<file path="src/rtl/buck_pwm_ctrl.sv">
// Fixed-frequency buck PWM: bang-bang duty regulation from a voltage comparator and
// cycle-by-cycle overcurrent cut-off. Define BUCK_PWM_SOFTSTART_EN to add a soft-start ramp.
module buck_pwm_ctrl #(
  parameter int unsigned CNT_W     = 10,
  parameter int unsigned PERIOD    = 1000,
  parameter int unsigned DUTY_INIT = 500,
  parameter int unsigned DUTY_MIN  = 0,
  parameter int unsigned DUTY_MAX  = 900,
  parameter int unsigned STEP      = 4
) (
  input  logic             clk,
  input  logic             rst_n,
  input  logic             en,
  input  logic             fb_high,
  input  logic             oc_trip,
  output logic             ctrl,
  output logic [CNT_W-1:0] duty,
  output logic             period_start,
  output logic [1:0]       state
);

  localparam int unsigned EXT_W = CNT_W + 1;

  localparam logic [1:0] ST_IDLE = 2'd0;
  localparam logic [1:0] ST_SOFT = 2'd1;
  localparam logic [1:0] ST_RUN  = 2'd2;

  localparam logic [CNT_W-1:0] CNT_LAST    = CNT_W'(PERIOD - 1);
  localparam logic [CNT_W-1:0] DUTY_INIT_C = CNT_W'(DUTY_INIT);
  localparam logic [CNT_W-1:0] DUTY_MIN_C  = CNT_W'(DUTY_MIN);
  localparam logic [CNT_W-1:0] DUTY_MAX_C  = CNT_W'(DUTY_MAX);
  localparam logic [CNT_W-1:0] STEP_C      = CNT_W'(STEP);
  localparam logic [EXT_W-1:0] STEP_X      = EXT_W'(STEP);
  localparam logic [EXT_W-1:0] DEC_FLOOR_X = EXT_W'(DUTY_MIN + STEP);

  logic             fb_meta_q, fb_s_q, oc_meta_q, oc_s_q;
  logic [1:0]       state_q, state_d;
  logic [CNT_W-1:0] cnt_q, cnt_d;
  logic             term_q, term_d;
  logic [CNT_W-1:0] duty_reg_q, duty_reg_d;
  logic [CNT_W-1:0] duty_q, duty_d;
  logic             ctrl_q, ctrl_d;
  logic             period_start_q, period_start_d;

  logic             wrap, starting;
  logic [CNT_W-1:0] lim_wrap, lim_start;
  logic [EXT_W-1:0] inc_x;
  logic [CNT_W-1:0] duty_inc, duty_dec;
  logic [1:0]       start_state;

`ifdef BUCK_PWM_SOFTSTART_EN
  logic [CNT_W-1:0] lim_q, lim_d;
  logic [EXT_W-1:0] lim_step_x;

  // Ramp limit grows one step per wrap, saturating at the run limit.
  always_comb begin
    lim_step_x  = {1'b0, lim_q} + STEP_X;
    lim_wrap    = (lim_step_x >= {1'b0, DUTY_MAX_C}) ? DUTY_MAX_C : lim_step_x[CNT_W-1:0];
    lim_start   = '0;
    start_state = ST_SOFT;
    lim_d       = lim_q;
    if (starting) lim_d = lim_start;
    else if (wrap) lim_d = lim_wrap;
  end

  always_ff @(posedge clk or negedge rst_n) begin
    if (!rst_n) lim_q <= '0;
    else        lim_q <= lim_d;
  end
`else
  always_comb begin
    lim_wrap    = DUTY_MAX_C;
    lim_start   = DUTY_MAX_C;
    start_state = ST_RUN;
  end
`endif

  // Two-flop synchronizers for the asynchronous comparators.
  always_ff @(posedge clk or negedge rst_n) begin
    if (!rst_n) begin
      fb_meta_q <= 1'b0;
      fb_s_q    <= 1'b0;
      oc_meta_q <= 1'b0;
      oc_s_q    <= 1'b0;
    end else begin
      fb_meta_q <= fb_high;
      fb_s_q    <= fb_meta_q;
      oc_meta_q <= oc_trip;
      oc_s_q    <= oc_meta_q;
    end
  end

  always_ff @(posedge clk or negedge rst_n) begin
    if (!rst_n) state_q <= ST_IDLE;
    else        state_q <= state_d;
  end

  assign wrap = (state_q != ST_IDLE) && (cnt_q == CNT_LAST);

  always_comb begin
    state_d = state_q;
    if (!en) begin
      state_d = ST_IDLE;
    end else begin
      case (state_q)
        ST_IDLE: state_d = start_state;
        ST_SOFT: if (wrap && (lim_wrap == DUTY_MAX_C)) state_d = ST_RUN;
        ST_RUN:  state_d = ST_RUN;
        default: state_d = ST_IDLE;
      endcase
    end
  end

  assign starting = (state_q == ST_IDLE) && (state_d != ST_IDLE);

  // Saturating duty steps, computed one bit wider so they cannot wrap.
  always_comb begin
    inc_x    = {1'b0, duty_reg_q} + STEP_X;
    duty_inc = (inc_x > {1'b0, lim_wrap}) ? lim_wrap : inc_x[CNT_W-1:0];
    duty_dec = ({1'b0, duty_reg_q} < DEC_FLOOR_X) ? DUTY_MIN_C : (duty_reg_q - STEP_C);
  end

  // Period counter, duty regulation, shadow load and overcurrent latch.
  always_comb begin
    cnt_d      = cnt_q;
    duty_reg_d = duty_reg_q;
    duty_d     = duty_q;
    term_d     = term_q;
    if (state_d == ST_IDLE) begin
      cnt_d = '0;
    end else if (starting) begin
      cnt_d      = '0;
      duty_reg_d = (DUTY_INIT_C < lim_start) ? DUTY_INIT_C : lim_start;
    end else if (wrap) begin
      cnt_d      = '0;
      duty_reg_d = fb_s_q ? duty_dec : duty_inc;
    end else begin
      cnt_d = cnt_q + CNT_W'(1);
    end
    if ((state_d != ST_IDLE) && (cnt_d == '0)) duty_d = duty_reg_d;
    if ((state_d == ST_IDLE) || starting) begin
      term_d = 1'b0;
    end else begin
      term_d = ((cnt_d == '0) ? 1'b0 : term_q) | (oc_s_q & (cnt_d < duty_d));
    end
  end

  // Outputs are computed from next-cycle values so they align with cnt.
  always_comb begin
    ctrl_d         = (state_d != ST_IDLE) && (cnt_d < duty_d) && !term_d;
    period_start_d = (state_d != ST_IDLE) && (cnt_d == '0);
  end

  always_ff @(posedge clk or negedge rst_n) begin
    if (!rst_n) begin
      cnt_q          <= '0;
      duty_reg_q     <= '0;
      duty_q         <= '0;
      term_q         <= 1'b0;
      ctrl_q         <= 1'b0;
      period_start_q <= 1'b0;
    end else begin
      cnt_q          <= cnt_d;
      duty_reg_q     <= duty_reg_d;
      duty_q         <= duty_d;
      term_q         <= term_d;
      ctrl_q         <= ctrl_d;
      period_start_q <= period_start_d;
    end
  end

  assign ctrl         = ctrl_q;
  assign duty         = duty_q;
  assign period_start = period_start_q;
  assign state        = state_q;

endmodule

</file>
<file path="config.mk">
export PLATFORM = sky130hd
export DESIGN_NAME = buck_pwm_ctrl
export DESIGN_NICKNAME = d
export VERILOG_FILES = /design/src/rtl/buck_pwm_ctrl.sv
export SDC_FILE = /design/constraint.sdc
export NUM_CORES = 1
export LEC_CHECK = 0
export ABC_AREA = 0
export CORE_UTILIZATION = 50
export CTS_CLUSTER_DIAMETER = 80
export CTS_CLUSTER_SIZE = 8
export DETAILED_ROUTE_END_ITERATION = 8
export GPL_ROUTABILITY_DRIVEN = 0
export GPL_TIMING_DRIVEN = 0
export MAX_ROUTING_LAYER = met4
export PLACE_DENSITY = 0.7
export REMOVE_ABC_BUFFERS = 1
export SKIP_CTS_REPAIR_TIMING = 1
export SYNTH_ARGS = -nofsm -noshare
export SYNTH_HDL_FRONTEND = slang
export SYNTH_SLANG_ARGS = --single-unit
</file>
<file path="constraint.sdc">
create_clock -name clk -period 5.5 [get_ports clk]
set_clock_uncertainty 0.2 [all_clocks]
set_input_delay 1.65 -clock clk [delete_from_list [all_inputs] [get_ports clk]]
set_output_delay 1.65 -clock clk [all_outputs]
set_load 0.02 [all_outputs]
</file>
==> results.tsv, run 1 <==
metric	value	unit
PwrDens	221.2	nW/um^2
final hold violation count	0	
Arr. time, crit path	5.21	ns
period utilization	95.16	%
Post-Place Worst Slack	-0.3233	ns
EDFF count, synth	0	
CTS Sinks	39	
CP endpoint kind	register	
ANT cells	0	
Pwr Total	0.6334	mW
Final Worst Setup Slack	0.2659	ns
Pre-Repair DR Iteration Count	4	
Mapped Area	2531	um^2
first-pass GRT wire length	9294	um
layout cells sized above 1	11.83	%
clock transition at the registers of the reported paths	0.08	ns
Die H	73.15	um
Vias	2082	
Max-cap violations	0	
htree depth	2	
initial DRC count	137	
pin count of the biggest net entering global routing	40	
worst hold margin	0.1544	ns
number of global-route vias before repair	1840	
Req. time, crit path	5.48	ns
Worst Path Max Fanout	8	
Final setup violation count	0	
#FFs+latches synth	39	
Slew headroom	27.34	%
Core Area	4786	um^2
layout net count	296	
P&R area growth vs syn	13.15	%
dominant synthesized flop cell	dfrtp_1	
Max Fclk	0.1911	GHz
Ys Warns	0	
CP startpoint kind	primary input	
DIE WIDTH	73.15	um
ys async rst share	100.0	%
critical setup path kind	primary input to register	
sequential area share after synthesis	38.56	%
Residual DRC	0	
Starting Density	52.89	%
unrepaired setup endpoints after global routing	false	
Max clock buf depth	2	
Peak VDD IR	0.0001837	V
Antenna Violating Nets Remaining	0	
Setup TNS	0	ns
run status	complete, no violations	
die area	5351	um^2
Tightest Hold Check Type	register to register	
Leak Pwr	1.199	nW
worst slew pin tran	1.080	ns
Congestion Overflow GR	0	
# rows	25	
Clk Latency, worst-skew pair	0.29	ns
CTS tree	built	
I/O Buffers	18	
initial antenna violation count	0	
Global Route Usage Sum	23.73	%
cts bufs inserted	5	
minimum clock period after layout	5.234	ns
mean area per synthesized cell	9.552	um^2
max-slew violations	0	
Avg WL per Cell	16.10	um
total wire length	5571	um
hpwl dp	4124	um
clk root buf	clkbuf_8	
post-synthesis cell count	265	
Yosys cell types	67	
Boundary Pins	19	
vias per inst	6.017	
final timing paths:
check | slack, ns | to | cells past startpoint | start
max | 0.27 | term_q$_DFF_PN0_ | 13 | en
max reg2reg | 0.99 | term_q$_DFF_PN0_ | 13 | cnt_q[0]$_DFF_PN0_
max in group asynchronous | 3.30 | oc_s_q$_DFF_PN0_ | 1 | rst_n
min in group asynchronous | 1.26 | cnt_q[7]$_DFF_PN0_ | 1 | rst_n
min | 0.15 | fb_s_q$_DFF_PN0_ | 0 | fb_meta_q$_DFF_PN0_
min reg2reg | 0.15 | fb_s_q$_DFF_PN0_ | 0 | fb_meta_q$_DFF_PN0_
per-layer routing:
| metal | part of all wire [%] | GRT usage [%] | vias to the layer above |
|---|---|---|---|
| met2 | 43 | 32.61 | 61 |
| li1 | - | - | 1032 |
| met3 | 5.6 | 4.558 | 7 |
| met4 | 1.0 | 6.536 | 0 |
| met1 | 50 | 35.30 | 982 |
| met5 | 0 | - | - |
critical path, cell delays in order:
cell,delay [ns]
clkdlybuf4s50_1,0.54
nor3b_1,0.71
nor2_2,0.23
nand2_1,0.24
nor2_2,0.08
a21oi_1,0.17
o211ai_1,0.20
mux2i_1,0.30
ha_1,0.17
nand2_1,0.06
or3_1,0.39
and4_1,0.21
a221o_1,0.25
cell usage after synthesis, drive strengths merged (3+ instances only):
master	number	area, um^2
inv	4	17.52
a21oi	13	65.06
nand2	21	86.33
nor2	26	100.1
dfrtp	39	975.9
buf	8	52.55
clkbuf	4	15.01
or4	3	26.27
ha	13	162.7
nor3	9	45.04
and2	4	27.53
nor4	3	18.77
nand3	6	30.03
and4	4	35.03
a31oi	8	50.05
nand4	4	25.02
o211ai	6	50.05
and3	6	37.54
o21ai	11	55.05
xor2	3	26.28
mux2	7	82.57
a21o	7	52.55
xnor2	7	61.31
mux2i	7	70.07
cells in the final DEF (no fill, tap or decap), types with 5 or more instances in the layout:
master | netlist | final
a21o_1 | 7 | 7
a21oi_1 | 13 | 13
a31oi_1 | 8 | 8
and3_1 | 6 | 6
clkbuf_8 | 0 | 5
clkdlybuf4s50_1 | 0 | 17
dfrtp_1 | 39 | 39
ha_1 | 13 | 13
mux2_2 | 6 | 6
mux2i_1 | 7 | 7
nand2_1 | 20 | 19
nand3_1 | 6 | 6
nor2_1 | 25 | 24
nor3_1 | 9 | 9
o211ai_1 | 5 | 5
o21ai_0 | 9 | 9
xnor2_1 | 7 | 7
cell families after synthesis:
logic type               Yosys count  share of synthesized area (%)
AO/OA/AOI/OAI                     72                          20.27
multiplexers                      14                          6.030
AND/OR/NAND/NOR                  101                          21.90
XOR/XNOR                          10                          3.460
flip-flops                        39                          38.56
buffers and inverters             16                          3.361
adder cells (fa/ha/maj)           13                          6.426
sequential cells by signal, summed over array words and instances, names as in the netlist:
signal / flops
cnt_q: 10
duty: 10
duty_reg_q: 10
state: 2
ctrl: 1
fb_meta_q: 1
fb_s_q: 1
oc_meta_q: 1
oc_s_q: 1
period_start: 1
term_q: 1
power breakdown:
| part | switching, mW | leakage [nW] | internal (mW) |
|---|---|---|---|
| Combinational | 0.0322 | 0.666 | 0.0228 |
| Sequential | 0.00628 | 0.467 | 0.293 |
| Clock | 0.0982 | 0.0654 | 0.181 |
cell type report:
class / instances / area [um^2]
clock buffers: 6 / 72.57
clock inverters: 2 / 60.06
fillers: 415 / 1922
inverters: 4 / 17.52
multi-input cells: 210 / 1479
flip-flops and latches: 39 / 975.9
well taps: 67 / 83.83
repair buffers: 18 / 175.2
stage by stage:
step           std cells  utilization [%]  cell area (um^2)
3_5_place_dp         338            56.89              2723
4_1_cts              346            59.66              2855
6_report             346            59.84              2864
5_1_grt              346            59.84              2864
2_1_floorplan        253                -              2464
3_3_place_gp         338            56.99              2728
Note: power is estimated with default switching activity, not from simulation.
==> inputs of run 2 (changes only) <==
--- a/config.mk
+++ b/config.mk
@@ -6,12 +6,14 @@
 export NUM_CORES = 1
 export LEC_CHECK = 0
 export ABC_AREA = 0
+export CORE_ASPECT_RATIO = 1.4
 export CORE_UTILIZATION = 50
 export CTS_CLUSTER_DIAMETER = 80
 export CTS_CLUSTER_SIZE = 8
 export DETAILED_ROUTE_END_ITERATION = 8
 export GPL_ROUTABILITY_DRIVEN = 0
 export GPL_TIMING_DRIVEN = 0
+export HOLD_SLACK_MARGIN = 0.1
 export MAX_ROUTING_LAYER = met4
 export PLACE_DENSITY = 0.7
 export REMOVE_ABC_BUFFERS = 1
==> run 2 against run 1 <==
Compared with the run above: routed wire length grew 0.68%; setup slack worse by 0.0073 ns; via count increased by 0.53%; count of clock-buffer cells in the layout shrank 1; utilization shrank 1.7 points; first-iteration DRC count decreased by 8.8%; cell count decreased by 0.87%; sequential share of layout area rose by 0.61 points; largest cell class unchanged; maximum frequency fell by 0.14%; non-clock buffer count did not move; critical path depth is 2 higher; clock power shrank 33%.
==> results.tsv, run 2 (synthesized netlist as in run 1, its figures left out) <==
metric	value	unit	change
hpwl dp	4289	um	+4.0%
number of global-route vias before repair	1949		+5.9%
Post-Layout Cell Count	343		-0.87%
placed insts	335		-0.89%
Final Worst Setup Slack	0.2587	ns	-0.007273 ns
leading cell type in the layout, fill and taps excluded	dfrtp_1		
Core Area	4842	um^2	+1.2%
PwrDens	192.6	nW/um^2	-13%
final hold violation count	0		unchanged
Setup TNS	0	ns	unchanged
Switching Share	25.79	%	+4.2 points
Pre-Repair DR Iteration Count	4		unchanged
Peak VDD IR	0.0001949	V	+6.1%
cts bufs inserted	5		unchanged
Worst Path Max Fanout	8		unchanged
max-slew violations	0		unchanged
pin count of the biggest net entering global routing	40		unchanged
Fill cells	425		+2.4%
worst hold margin	0.1529	ns	-0.001464 ns
Vias	2093		+0.53%
Slew headroom	34.30	%	+7.0 points
Post-Place Worst Slack	-0.3969	ns	-0.07352 ns
first-pass GRT wire length	9377	um	+0.89%
FF+latch area	975.9	um^2	unchanged
Congestion Overflow GR	0		unchanged
Boundary Pins	19		unchanged
area of the multi-input gates	1481	um^2	+0.17%
Die H	86.19	um	+18%
worst slew pin tran	0.9765	ns	-0.1035 ns
Final setup violation count	0		unchanged
Int Power	0.4022	mW	-19%
Starting Density	52.27	%	-0.61 points
Residual DRC	0		unchanged
Max-cap violations	0		unchanged
clock transition at the registers of the reported paths	0.08	ns	about the same
ANT cells	0		unchanged
minimum clock period after layout	5.241	ns	+0.007273 ns
Req. time, crit path	5.48	ns	about the same
htree depth	2		unchanged
vias per inst	6.102		+1.4%
# rows	30		+20%
clock power share	34.8	%	-9.3 points
CP startpoint kind	primary input		
initial antenna violation count	0		unchanged
Max clock buf depth	2		unchanged
I/O Buffers	18		unchanged
clk root buf	clkbuf_8		
unrepaired setup endpoints after global routing	false		
net switching power	0.1397	mW	+2.3%
CP endpoint kind	register		
Global Route Usage Sum	23.27	%	-0.46 points
fin util	58.11	%	-1.7 points
Tightest Hold Check Type	register to register		
layout cells sized above 1	12.19	%	+0.36 points
total wire length	5609	um	+0.68%
die area	5355	um^2	about the same
Max Fclk	0.1908	GHz	-0.14%
P&R area growth vs syn	11.17	%	
period utilization	95.30	%	+0.13 points
commonest cells after routing, fill and taps aside	39 x dfrtp_1, 25 x nor2_1, 19 x nand2_1		
critical setup path kind	primary input to register		
run status	complete, no violations		
Clk Latency, worst-skew pair	0.29	ns	about the same
Arr. time, crit path	5.22	ns	about the same
CTS tree	built		
initial DRC count	125		-8.8%
DIE WIDTH	62.13	um	-15%
Seq pwr share	55.2	%	+8.0 points
Antenna Violating Nets Remaining	0		unchanged
layout net count	296		unchanged
Leak Pwr	1.183	nW	-1.3%
logic gate share of total power	10.0	%	+1.3 points
Avg WL per Cell	16.35	um	+1.6%
CTS Sinks	39		unchanged
run 2: cell types whose count changed in the layout (fill, tap and decap cells not counted):
| cell | previous run | this run |
|---|---|---|
| nor3b_2 | 0 | 1 |
| bufinv_16 | 2 | 0 |
| nor2_1 | 24 | 25 |
| nor3b_1 | 1 | 0 |
| clkinv_2 | 0 | 3 |
| nor2_2 | 2 | 1 |
| clkbuf_1 | 1 | 0 |
run 2: layout make-up:
type	count	share of cell area, %
Clock buffer	5	2.446
Sequential cell	39	34.68
Tap cell	64	2.846
Clock inverter	3	0.5336
Timing Repair Buffer	18	6.225
Inverter	4	0.6225
Multi-Input combinational cell	210	52.65
run 2: metal layers:
layer | wire [um] | share of wire [%] | track usage [%] | vias to the layer above
li1 | - | - | - | 1028
met1 | 2396 | 43 | 25.98 | 1026
met2 | 3008 | 54 | 41.66 | 30
met3 | 126 | 2.2 | 3.158 | 9
met4 | 77 | 1.4 | 9.937 | 0
met5 | 0 | 0 | - | -
run 2: worst paths after layout:
check                           depth (start not counted)                end                start  slack (ns)
worst min-delay path                                    0   fb_s_q$_DFF_PN0_  fb_meta_q$_DFF_PN0_        0.15
max in group asynchronous                               1  duty[5]$_DFF_PN0_                rst_n        3.30
worst max-delay path                                   15   term_q$_DFF_PN0_                   en        0.26
worst max register to register                         16   term_q$_DFF_PN0_   cnt_q[1]$_DFF_PN0_        1.08
min in group asynchronous                               1     ctrl$_DFF_PN0_                rst_n        1.26
worst min register to register                          0   fb_s_q$_DFF_PN0_  fb_meta_q$_DFF_PN0_        0.15
run 2: power groups by stage:
| stage | Clock (mW) | Combinational [mW] | Sequential [mW] |
|---|---|---|---|
| after detailed placement | 0 | 0.0543 | 0.305 |
| after global placement | 0 | 0.0539 | 0.305 |
| after CTS | 0.194 | 0.0544 | 0.299 |
| after global routing | 0.204 | 0.0594 | 0.300 |
| after floorplan | 0 | 0.0296 | 0.306 |
| final | 0.188 | 0.0542 | 0.299 |
run 2: worst max-delay path, cell delays in order:
cell	delay, ns
clkdlybuf4s50_1	0.53
a21bo_2	0.31
nor2_1	0.47
nand2_1	0.26
nor2_2	0.25
nand3b_1	0.11
o2111ai_1	0.15
mux2i_1	0.14
ha_1	0.31
a21o_1	0.11
a21oi_1	0.08
o21ai_0	0.20
a31oi_1	0.14
and3_1	0.20
a221o_1	0.30
run 2: metrics by stage:
step | total power, mW | instance area [um^2]
floorplan | 0.3360 | 2464
global placement | 0.3584 | 2724
detailed placement | 0.3589 | 2719
CTS | 0.5472 | 2803
global route | 0.5633 | 2814
finish | 0.5419 | 2814
